<file path="src/rtl/prog_clk_divider.sv">
// ---------------------------------------------------------------------------
// prog_clk_divider
//
// Runtime-programmable clock-enable divider. A period of div_r cycles is
// counted in cnt; divided_clk is high for the first high_r cycles of every
// period and tick marks the first cycle of every period. Software requests a
// new divisor/high-time pair over a valid/ready port; an accepted request is
// parked in pend_* and only swapped in on a period boundary, so the output
// never shows a truncated or stretched period.
//
// The output is a registered level in the clk domain, intended as a timing
// reference or enable for peripherals, not as a clock for a new clock tree.
//
// Ports:
//   clk          system clock, all logic on its rising edge
//   rst          asynchronous active-low reset (release synchronous to clk)
//   en           count enable; when low all counting state holds
//   cfg_valid    configuration request strobe
//   cfg_div      requested divisor (period length in clk cycles)
//   cfg_high     requested high cycles per period
//   cfg_ready    high when no configuration is pending
//   cfg_err      one-cycle pulse after a rejected configuration request
//   divided_clk  registered divided output level
//   tick         one-cycle pulse on the first cycle of each period
//
// Parameters:
//   WIDTH         counter / divisor / high-time width (>= 2)
//   DEFAULT_DIV   divisor after reset, 1 .. 2^WIDTH-1
//   DEFAULT_HIGH  high cycles after reset, <= DEFAULT_DIV
// ---------------------------------------------------------------------------
module prog_clk_divider #(
  parameter int WIDTH        = 8,
  parameter int DEFAULT_DIV  = 2,
  parameter int DEFAULT_HIGH = 1
) (
  input  logic             clk,
  input  logic             rst,
  input  logic             en,
  input  logic             cfg_valid,
  input  logic [WIDTH-1:0] cfg_div,
  input  logic [WIDTH-1:0] cfg_high,
  output logic             cfg_ready,
  output logic             cfg_err,
  output logic             divided_clk,
  output logic             tick
);

  localparam logic [WIDTH-1:0] RST_DIV  = WIDTH'(DEFAULT_DIV);
  localparam logic [WIDTH-1:0] RST_HIGH = WIDTH'(DEFAULT_HIGH);
  // Reset parks the counter on the last count so the very first enabled
  // edge wraps and starts a full period instead of a short one.
  localparam logic [WIDTH-1:0] RST_CNT  = WIDTH'(DEFAULT_DIV - 1);

  logic [WIDTH-1:0] cnt;
  logic [WIDTH-1:0] div_r;
  logic [WIDTH-1:0] high_r;
  logic [WIDTH-1:0] pend_div;
  logic [WIDTH-1:0] pend_high;
  logic             pend_v;

  logic             wrap;
  logic             apply_cfg;
  logic [WIDTH-1:0] cnt_n;
  logic [WIDTH-1:0] high_eff;
  logic             cfg_ok;
  logic             cfg_accept;

  // cnt never exceeds div_r-1, so the equality compare is the only wrap
  // condition needed. With div_r == 1 this is always true, which gives the
  // tick-every-cycle behaviour without special casing.
  assign wrap      = (cnt == div_r - WIDTH'(1));
  assign apply_cfg = en && wrap && pend_v;
  assign cnt_n     = wrap ? '0 : cnt + WIDTH'(1);

  // The output level of the first cycle of a new period must already use
  // the incoming high time, otherwise the first period after an update
  // would carry the old duty.
  assign high_eff  = apply_cfg ? pend_high : high_r;

  // A zero divisor has no meaning and a high time longer than the period
  // cannot be represented; both are refused rather than clamped.
  assign cfg_ok     = (cfg_div != '0) && (cfg_high <= cfg_div);
  assign cfg_accept = cfg_valid && !pend_v;

  assign cfg_ready  = !pend_v;

  // Single state register block. The config handshake runs regardless of
  // en; counting and output updates only advance on enabled edges. An
  // accepted request cannot be applied on its own accept edge because
  // apply_cfg needs pend_v to already be set.
  always_ff @(posedge clk or negedge rst) begin
    if (!rst) begin
      cnt         <= RST_CNT;
      div_r       <= RST_DIV;
      high_r      <= RST_HIGH;
      pend_div    <= '0;
      pend_high   <= '0;
      pend_v      <= 1'b0;
      divided_clk <= 1'b0;
      tick        <= 1'b0;
      cfg_err     <= 1'b0;
    end else begin
      cfg_err <= 1'b0;

      if (en) begin
        if (apply_cfg) begin
          div_r  <= pend_div;
          high_r <= pend_high;
          pend_v <= 1'b0;
        end
        cnt         <= cnt_n;
        divided_clk <= (cnt_n < high_eff);
        tick        <= (cnt_n == '0);
      end else begin
        tick <= 1'b0;
      end

      if (cfg_accept) begin
        if (cfg_ok) begin
          pend_div  <= cfg_div;
          pend_high <= cfg_high;
          pend_v    <= 1'b1;
        end else begin
          cfg_err <= 1'b1;
        end
      end
    end
  end

endmodule

</file>
<file path="config.mk">
export PLATFORM = sky130hd
export DESIGN_NAME = prog_clk_divider
export DESIGN_NICKNAME = d
export VERILOG_FILES = /design/src/rtl/prog_clk_divider.sv
export SDC_FILE = /design/constraint.sdc
export NUM_CORES = 1
export LEC_CHECK = 0
export CORE_MARGIN = 2
export CORE_UTILIZATION = 60
export CTS_BUF_LIST = sky130_fd_sc_hd__clkbuf_2 sky130_fd_sc_hd__clkbuf_4 sky130_fd_sc_hd__clkbuf_8
export DETAILED_ROUTE_END_ITERATION = 6
export PLACE_DENSITY = 0.82
export SLEW_MARGIN = 20
export SYNTH_ARGS = -nofsm -noshare
export SYNTH_HDL_FRONTEND = slang
export SYNTH_SLANG_ARGS = --single-unit
export TNS_END_PERCENT = 1
</file>
<file path="constraint.sdc">
create_clock -name clk -period 4.7 [get_ports clk]
set_clock_uncertainty 0.15 [all_clocks]
set_input_delay 0.94 -clock clk [delete_from_list [all_inputs] [get_ports clk]]
set_output_delay 0.94 -clock clk [all_outputs]
set_load 0.005 [all_outputs]
</file>
# After elaboration in Yosys (flattened, before gate mapping)
# Index checks and enable logic that the tools add are counted.
dict set report totals {
  input_bits 20
  regBits 44
  output_inout_bits 4
}
dict set report classes {
  eq_ne 1
  add_sub_neg 2
  reduce_logical 9
  muxes 9
  magnitude_cmp 2
}
# cell count
set ops {}
lappend ops {{$mux 8} 2}
lappend ops {{$add 8x1->8 const B} 1}
lappend ops {{$eq 8x8->1} 1}
lappend ops {{$le 8x8->1} 1}
lappend ops {{$logic_not 8->1} 1}
lappend ops {{$lt 8x8->1} 1}
lappend ops {{$reduce_bool 8->1} 1}
lappend ops {{$sub 8x1->8 const B} 1}
lappend ops {{$mux 1} 7}
lappend ops {{$logic_and 1x1->1} 4}
lappend ops {{$reduce_and 2->1} 2}
lappend ops {{$logic_not 1->1} 1}

# Depth between registers and ports, before layout
# Gate-level depths: netlist of the first run.
dict set report depth {
  word_depth 8
  ltp_mapped 16
}

# Worst setup path after synthesis of the first run
# Ideal clock, no wire load.
dict set report synth_path {
  kind {reg2reg}
  startpoint {register div_r[1]}
  endpoint {register divided_clk}
  stages_incl_launch_ff 17
  arrival_ns 3.428
  path_slack_ns 1.057
  setup_ns 0.065
  t_required_ns 4.485
  path_cell_list {dfstp_2 > inv_1 > ha_1 > xnor2_1 > xnor2_1 > o2111ai_1 > a211oi_4 > nand3_4 > buf_6 > mux2i_1 > ha_1 > a21o_1 > a21o_1 > a211oi_1 > o21ai_0 > a2111oi_0 > a211o_1}
}
dict set report synth_via {
  elab_chain_len 6
  elab_cells_between_ends 7
}
# item line_no
set synth_rtl {}
lappend synth_rtl {{start: declaration} 55} ;# logic [WIDTH-1:0] div_r;
lappend synth_rtl {{start signal: assignment} 107} ;# div_r <= pend_div;
lappend synth_rtl {{$sub 8x1->8 *} 71} ;# assign wrap = (cnt == div_r - WIDTH'(1));
lappend synth_rtl {{$eq 8x8->1 *} 71}
lappend synth_rtl {{$logic_and 1x1->1 (2 in a row)} 72} ;# assign apply_cfg = en && wrap && pend_v;
lappend synth_rtl {{$mux 8} -}
lappend synth_rtl {{$lt 8x8->1 *} 112} ;# divided_clk <= (cnt_n < high_eff);
lappend synth_rtl {{end signal: assignment} 112}
lappend synth_rtl {{end: declaration} 44} ;# output logic divided_clk,
# Mark *: on every way between the ends. The rest lies on a longest branch, timed or not.
# A chain may end at the register's enable or synchronous reset.

# Final worst setup path of the first run
# Ends and elaborated chain as after synthesis.

==> results of run 1 <==
==> metrics by stage <==
stage / worst slack [ps] / std cells
floorplan: 1060 / 247
global placement: 1000 / 312
detailed placement: 920 / 312
CTS: 876 / 320
global route: 502 / 320
finish: 869 / 320
==> cell families (layout without fill, tap and decap cells) <==
kind of cell	Yosys count	count (layout)	share of synthesized area (%)
XOR/XNOR	17	17	5.47
buffers and inverters	29	50	4.69
AO/OA/AOI/OAI	39	39	10.2
flip-flops	44	44	40.6
adder cells (fa/ha/maj)	17	17	7.81
AND/OR/NAND/NOR	58	58	12.0
multiplexers	43	43	19.2
==> placed cells by master, fill, tap and decap left out, types with 3 or more instances in the layout <==
cell and n:
sky130_fd_sc_hd__a22o_1 5, sky130_fd_sc_hd__nand2_1 5, sky130_fd_sc_hd__xor2_1 5, sky130_fd_sc_hd__nor2_1 17, sky130_fd_sc_hd__xnor2_1 12, sky130_fd_sc_hd__mux2i_1 8, sky130_fd_sc_hd__a31oi_1 3, sky130_fd_sc_hd__buf_4 3
sky130_fd_sc_hd__mux2_4 13, sky130_fd_sc_hd__nor3_1 3, sky130_fd_sc_hd__inv_1 16, sky130_fd_sc_hd__o21ai_0 9, sky130_fd_sc_hd__a21o_1 5, sky130_fd_sc_hd__nand3_1 3, sky130_fd_sc_hd__mux2_2 21, sky130_fd_sc_hd__dfstp_2 3
sky130_fd_sc_hd__clkdlybuf4s50_1 22, sky130_fd_sc_hd__clkbuf_8 7, sky130_fd_sc_hd__dfrtp_1 41, sky130_fd_sc_hd__nor2b_1 7, sky130_fd_sc_hd__nand4_1 6, sky130_fd_sc_hd__ha_1 17, sky130_fd_sc_hd__a21oi_1 5
==> report_power, final <==
group | switching [W] | internal, W | total [W]
Sequential | 0.0000545 | 0.000400 | 0.000454
Combinational | 0.000112 | 0.000126 | 0.000238
Clock | 0.000135 | 0.000188 | 0.000323
Total | 0.000301 | 0.000714 | 0.00102
==> flip-flops by register name, indices dropped and copies added, names as in the netlist <==
name and cells:
pend_div 8, divided_clk 1, pend_v 1, tick 1, cfg_err 1, cnt 8
pend_high 8, high_r 8, div_r 8
==> worst min-delay path by stage <==
stage                       startpoint               endpoint
4_1_cts        pend_div[4]$_DFFE_PN0P_   div_r[4]$_DFFE_PN0P_
5_1_grt          high_r[6]$_DFFE_PN0P_  high_r[6]$_DFFE_PN0P_
6_report       pend_div[6]$_DFFE_PN0P_   div_r[6]$_DFFE_PN0P_
3_5_place_dp     high_r[5]$_DFFE_PN0P_  high_r[5]$_DFFE_PN0P_
2_1_floorplan  pend_div[0]$_DFFE_PN0P_   div_r[0]$_DFFE_PN0P_
3_3_place_gp   pend_div[2]$_DFFE_PN0P_   div_r[2]$_DFFE_PN0P_
==> metal layers <==
| metal | vias to the layer above | global-route usage [%] | part of all wire, % |
|---|---|---|---|
| li1 | 918 | - | - |
| met1 | 921 | 31.8 | 46 |
| met2 | 37 | 38.5 | 48 |
| met3 | 13 | 4.64 | 2.8 |
| met4 | 0 | 9.01 | 2.6 |
| met5 | - | 0 | 0 |
==> area by class of cell <==
cell class              instances  area, sq um  share of cell area (%)
well taps                      52         65.1                    2.10
inverters                      16         60.1                    1.94
repair buffers                 26          248                    8.01
flip-flops and latches         44         1100                    35.7
clock inverters                 1         30.0                   0.970
multi-input cells             174         1490                    48.2
clock buffers                   7         96.3                    3.11
==> results.cfg, run 1 <==
[run_status]
status = complete, no violations

[worst_setup_path]
critPathArrivalTime_ps = 3930
worst_setup_path_endpoint = divided_clk$_DFFE_PN0P_
reg2reg_setup_slack_ps = 870
critPathCaptureType = flip-flop
worst_path_dominant_cell_family = compound AO/OA/AOI/OAI gates
critPathBufInv = 1
worst_r2r_startpoint = div_r[1]$_DFFE_PN1P_
start_kind = flip-flop
crit-reg2reg-capture = divided_clk$_DFFE_PN0P_
worstSetupPathType = flip-flop to flip-flop
critical_path_cell_with_the_highest_stage_delay = sky130_fd_sc_hd__dfstp_2
startpoint = div_r[1]$_DFFE_PN1P_
slowest_delay_ps = 550
critical_path.cell_chain = inv_1 -> ha_1 -> xnor2_1 -> xnor2_1 -> o2111ai_1 -> a211oi_4 -> nand3_4 -> mux2i_1 -> ha_1 -> a21o_1 -> a21o_1 -> a211oi_1 -> o21ai_0 -> a2111oi_0 -> a211o_1
crit_path_max_fanout = 12
worst-endpoint-required_ps = 4800
cp_num_cells = 15
worstRegToRegCells = 15

[global_route]
grt_first_pass_wirelength_mm = 9.36
globalRouteOverflowTotal = 0
grt_start_max_net_pins = 45
grt_pass1_vias = 1959
antenna_violations_before_repair = 0
total_global_routing_track_utilization_pct = 23.8

[sta]
timing_max_transition_violations_final = 0
timing.final.crit_share_pct = 81.5
tightest_slew_ps = 966
rsz0062_at_grt = false
totalNegativeSetupSlack_ps = 0
count_of_endpoints_failing_setup_in_the_final_report = 0
finalCriticalPeriod_ps = 3830
fin_worst_hold_slack_ps = 364
max_freq_mhz = 261
final-hold-violation-count = 0
worst_slew_margin_rel_pct = 35.6

[cts]
ctsHtreeMaxLevel = 2
clkSlewWorstSetupHoldPaths_ps = 90
cts_inserted_buffers = 5
postCtsResizedCells = 0
cts.sink_count = 44
clk-insertion-delay-late_ps = 300
cts.repair_timing.setup_buffer_count = 0
post_cts_hold_buffer_count = 0
cts_tree = done
clk_root_buffer_cell = sky130_fd_sc_hd__clkbuf_8
cts_buffer_depth = 2

[pwr]
peakVddDrop_uv = 217
total_power_w = 0.00102
p_per_area_mw_per_mm2 = 328
power.static_leakage_nw = 1.56

[logic_synthesis]
yosys.area.top_type = sky130_fd_sc_hd__dfrtp_1
synthesis.yosys.warnings = 0
seq_area_frac_synth_pct = 40.6
synth.lib_cells_used.distinct = 47
post_synth_most_frequent_cells = 41 x sky130_fd_sc_hd__dfrtp_1, 21 x sky130_fd_sc_hd__mux2_2, 17 x sky130_fd_sc_hd__ha_1, 17 x sky130_fd_sc_hd__nor2_1, 16 x sky130_fd_sc_hd__inv_1
synth.most_common_cell = sky130_fd_sc_hd__dfrtp_1
yosys-top-cells-area = sky130_fd_sc_hd__dfrtp_1 38%, sky130_fd_sc_hd__mux2_2 8.7%, sky130_fd_sc_hd__ha_1 7.8%
yosys_most_used_dff = sky130_fd_sc_hd__dfrtp_1
synth_top_area_share_pct = 37.7
avgSynthCellArea_sq_um = 11.0
register_bit_total_from_synthesis = 44
postSynthCellCount = 247
number_of_enable_flip_flop_cells_after_synthesis = 0
syn_area_sq_mm = 0.00272
syn_nets = 284
synthArstFlopShare_pct = 100

[detailed_routing]
first_pass_iters = 4
avgRoutedWirePerCell_microns = 16.9
number_of_design_rule_violations_left_by_the_first_detailed_router_iteration = 122
route.vias.total = 1889
route.antenna.remaining_nets = 0
vias_per_cell = 5.90
wl_mm = 5.40
remaining_design_rule_violation_count = 0

[floorplanning]
die_width_microns = 71.4
die_area_sq_mm = 0.00509
floorplan.die.height_microns = 71.4
initial_core_util_pct = 62.5
floorplan.rows = 24
floorplan_core_area_sq_mm = 0.00435
top_level_ports = 24

[placement]
detailed_place_hpwl_mm = 4.01
gp_congestion = 0.792
placedInstanceArea_sq_mm = 0.00297
quantity_of_i_o_buffers_inserted_on_ports = 23

[finish]
final_net_count = 304
final_core_util_pct = 71.1
final_area_sq_mm = 0.00309
insertedDiodeCount = 0
filler_cell_count = 305
synthToLayoutAreaGrowth_pct = 13.6
layout-drive-gt1-share_pct = 19.8

[hold_path]
hold-path-cell-count = 1
timing.hold.worst.class = flip-flop to flip-flop

[run]
drv.max_cap_violation_count = 0
Note: power is estimated with default switching activity, not from simulation.
==> run 2: changes to the inputs <==
--- a/config.mk
+++ b/config.mk
@@ -6,10 +6,10 @@
 export NUM_CORES = 1
 export LEC_CHECK = 0
 export CORE_MARGIN = 2
-export CORE_UTILIZATION = 60
+export CORE_UTILIZATION = 54
 export CTS_BUF_LIST = sky130_fd_sc_hd__clkbuf_2 sky130_fd_sc_hd__clkbuf_4 sky130_fd_sc_hd__clkbuf_8
 export DETAILED_ROUTE_END_ITERATION = 6
-export PLACE_DENSITY = 0.82
+export PLACE_DENSITY = 0.78
 export SLEW_MARGIN = 20
 export SYNTH_ARGS = -nofsm -noshare
 export SYNTH_HDL_FRONTEND = slang
==> constraint.sdc (replaced) <==
create_clock -name clk -period 3.5 [get_ports clk]
set_clock_uncertainty 0.15 [all_clocks]
set_input_delay 0.7 -clock clk [delete_from_list [all_inputs] [get_ports clk]]
set_output_delay 0.7 -clock clk [all_outputs]
set_load 0.005 [all_outputs]
==> results.cfg, run 2 (same netlist as run 1, synthesis figures left out) <==
[run_status]
status = finished with violations
failed_checks = negative setup slack

[floorplanning]
die_area_sq_mm = 0.00563
floorplan.die.height_microns = 75.0
initial_core_util_pct = 56.9
die_width_microns = 75.0
floorplan.rows = 25
top_level_ports = 24
floorplan_core_area_sq_mm = 0.00479

[placement]
gp_congestion = 0.822
quantity_of_i_o_buffers_inserted_on_ports = 23
numPlacedInstances = 334
placedInstanceArea_sq_mm = 0.00307
detailed_place_hpwl_mm = 4.06
placement.setup.worst_slack_ps = -98.2

[sta]
timing_max_transition_violations_final = 0
count_of_endpoints_failing_setup_in_the_final_report = 1
rsz0062_at_grt = true
max_freq_mhz = 285
final-hold-violation-count = 0
fin_worst_hold_slack_ps = 222
tightest_slew_ps = 673
finalCriticalPeriod_ps = 3510
setup_ws_ps = -12.7
worst_slew_margin_rel_pct = 55.1
timing.final.crit_share_pct = 100
totalNegativeSetupSlack_ps = -12.7

[worst_setup_path]
crit_path_max_fanout = 5
crit-reg2reg-capture = divided_clk$_DFFE_PN0P_
worstRegToRegCells = 16
worst_setup_path_endpoint = divided_clk$_DFFE_PN0P_
worstSetupPathType = flip-flop to flip-flop
reg2reg_setup_slack_ps = -10
worst-endpoint-required_ps = 3590
critPathArrivalTime_ps = 3600
startpoint = div_r[1]$_DFFE_PN1P_
critPathCaptureType = flip-flop
start_kind = flip-flop
worst_r2r_startpoint = div_r[1]$_DFFE_PN1P_

[finish]
final_cell_count_no_fill = 347
layout_common_cells = 41 x sky130_fd_sc_hd__dfrtp_1, 22 x sky130_fd_sc_hd__clkdlybuf4s50_1, 21 x sky130_fd_sc_hd__mux2_2
final_area_sq_mm = 0.00330
filler_cell_count = 358
final_net_count = 316
synthToLayoutAreaGrowth_pct = 21.2
insertedDiodeCount = 0
layout-drive-gt1-share_pct = 26.4
mostFrequentLayoutCell = sky130_fd_sc_hd__dfrtp_1

[pwr]
p_per_area_mw_per_mm2 = 427
power_frac_seq_pct = 42.0
peakVddDrop_uv = 240
switching_pwr_w = 0.000436
pwr-share-comb_pct = 28.5
swShare_pct = 31.0
power_frac_clock_pct = 29.6
power.static_leakage_nw = 1.64
power.internal_w = 0.000973

[detailed_routing]
route.antenna.remaining_nets = 0
remaining_design_rule_violation_count = 0
number_of_design_rule_violations_left_by_the_first_detailed_router_iteration = 101
vias_per_cell = 5.56
avgRoutedWirePerCell_microns = 16.0
first_pass_iters = 4
route.vias.total = 1931
wl_mm = 5.54

[global_route]
grt_pass1_vias = 2031
grt_first_pass_wirelength_mm = 9.60
antenna_violations_before_repair = 0
grt_start_max_net_pins = 45
total_global_routing_track_utilization_pct = 23.0
globalRouteOverflowTotal = 0

[cts]
clkSlewWorstSetupHoldPaths_ps = 90
cts_inserted_buffers = 5
cts_tree = done
clk_root_buffer_cell = sky130_fd_sc_hd__clkbuf_8
post_cts_hold_buffer_count = 0
clk-insertion-delay-late_ps = 300
ctsHtreeMaxLevel = 2
cts_buffer_depth = 2
cts.sink_count = 44

[hold_path]
timing.hold.worst.class = input port to async pin

[run]
drv.max_cap_violation_count = 0
[run 2: cell count changes in the layout (fill, tap and decap cells not counted), sizes merged]
cell,before,now
buf,4,16
clkinv,0,1
clkbuf,7,6
[run 2: cell type report]
class                           count  area [sq um]  area share, %
Clock buffer                        6          82.6           2.50
Clock inverter                      2          38.8           1.18
Inverter                           16          60.1           1.82
Multi-Input combinational cell    174          1570           47.6
Sequential cell                    44          1100           33.5
Tap cell                           67          83.8           2.54
Timing Repair Buffer               38           360           10.9
[run 2: what timing repair did]
item / 4_1_cts / 5_1_grt
setup endpoints to repair: 1 / 1
hold endpoints to repair: 0 / 0
resized for setup: 10 / 0
pin swaps: 9 / 0
cloned: 0 / 0
buffers inserted: 5 / 0
[run 2: metrics by stage]
step                      power (W)  utilization (%)
final                       0.00141             68.9
after global routing        0.00150             68.9
after CTS                   0.00141             68.9
after detailed placement   0.000970             64.2
after global placement     0.000958             64.2
after floorplan            0.000855                -
[run 2: power by group through the flow]
stage,Combinational [W],Clock (W),Sequential (W)
4_1_cts,0.000401,0.000421,0.000592
3_3_place_gp,0.000355,0,0.000602
5_1_grt,0.000452,0.000451,0.000598
2_1_floorplan,0.000295,0,0.000560
6_report,0.000401,0.000416,0.000591
3_5_place_dp,0.000368,0,0.000601
[run 2: worst min path at each step]
stage | depth (start not counted) | endpoint | start
final | 1 | cnt[5]$_DFFE_PN0P_ | rst
after global routing | 1 | div_r[4]$_DFFE_PN0P_ | rst
after CTS | 1 | high_r[1]$_DFFE_PN0P_ | high_r[1]$_DFFE_PN0P_
after detailed placement | 1 | high_r[7]$_DFFE_PN0P_ | high_r[7]$_DFFE_PN0P_
after global placement | 1 | div_r[6]$_DFFE_PN0P_ | pend_div[6]$_DFFE_PN0P_
after floorplan | 0 | cfg_err$_DFF_PN0_ | rst
[run 2: critical path, stage by stage, from the launching register on]
cell	delay, ps
sky130_fd_sc_hd__dfstp_2	550
sky130_fd_sc_hd__inv_2	40
sky130_fd_sc_hd__ha_4	170
sky130_fd_sc_hd__nor3b_2	150
sky130_fd_sc_hd__xnor2_1	160
sky130_fd_sc_hd__o2111ai_2	170
sky130_fd_sc_hd__a211oi_4	270
sky130_fd_sc_hd__nand3_4	140
sky130_fd_sc_hd__buf_12	160
sky130_fd_sc_hd__mux2i_1	120
sky130_fd_sc_hd__ha_1	180
sky130_fd_sc_hd__a21o_1	180
sky130_fd_sc_hd__a21o_1	180
sky130_fd_sc_hd__a211oi_4	270
sky130_fd_sc_hd__o21ai_4	110
sky130_fd_sc_hd__a2111oi_4	300
sky130_fd_sc_hd__a211o_1	140
[run 2: metal layers]
| layer | up-vias | track usage, % | routed length [microns] |
|---|---|---|---|
| met5 | - | 0 | 0 |
| met4 | 0 | 8.53 | 140 |
| met3 | 16 | 4.42 | 205 |
| met2 | 45 | 37.1 | 2580 |
| met1 | 931 | 31.0 | 2610 |
| li1 | 939 | - | - |
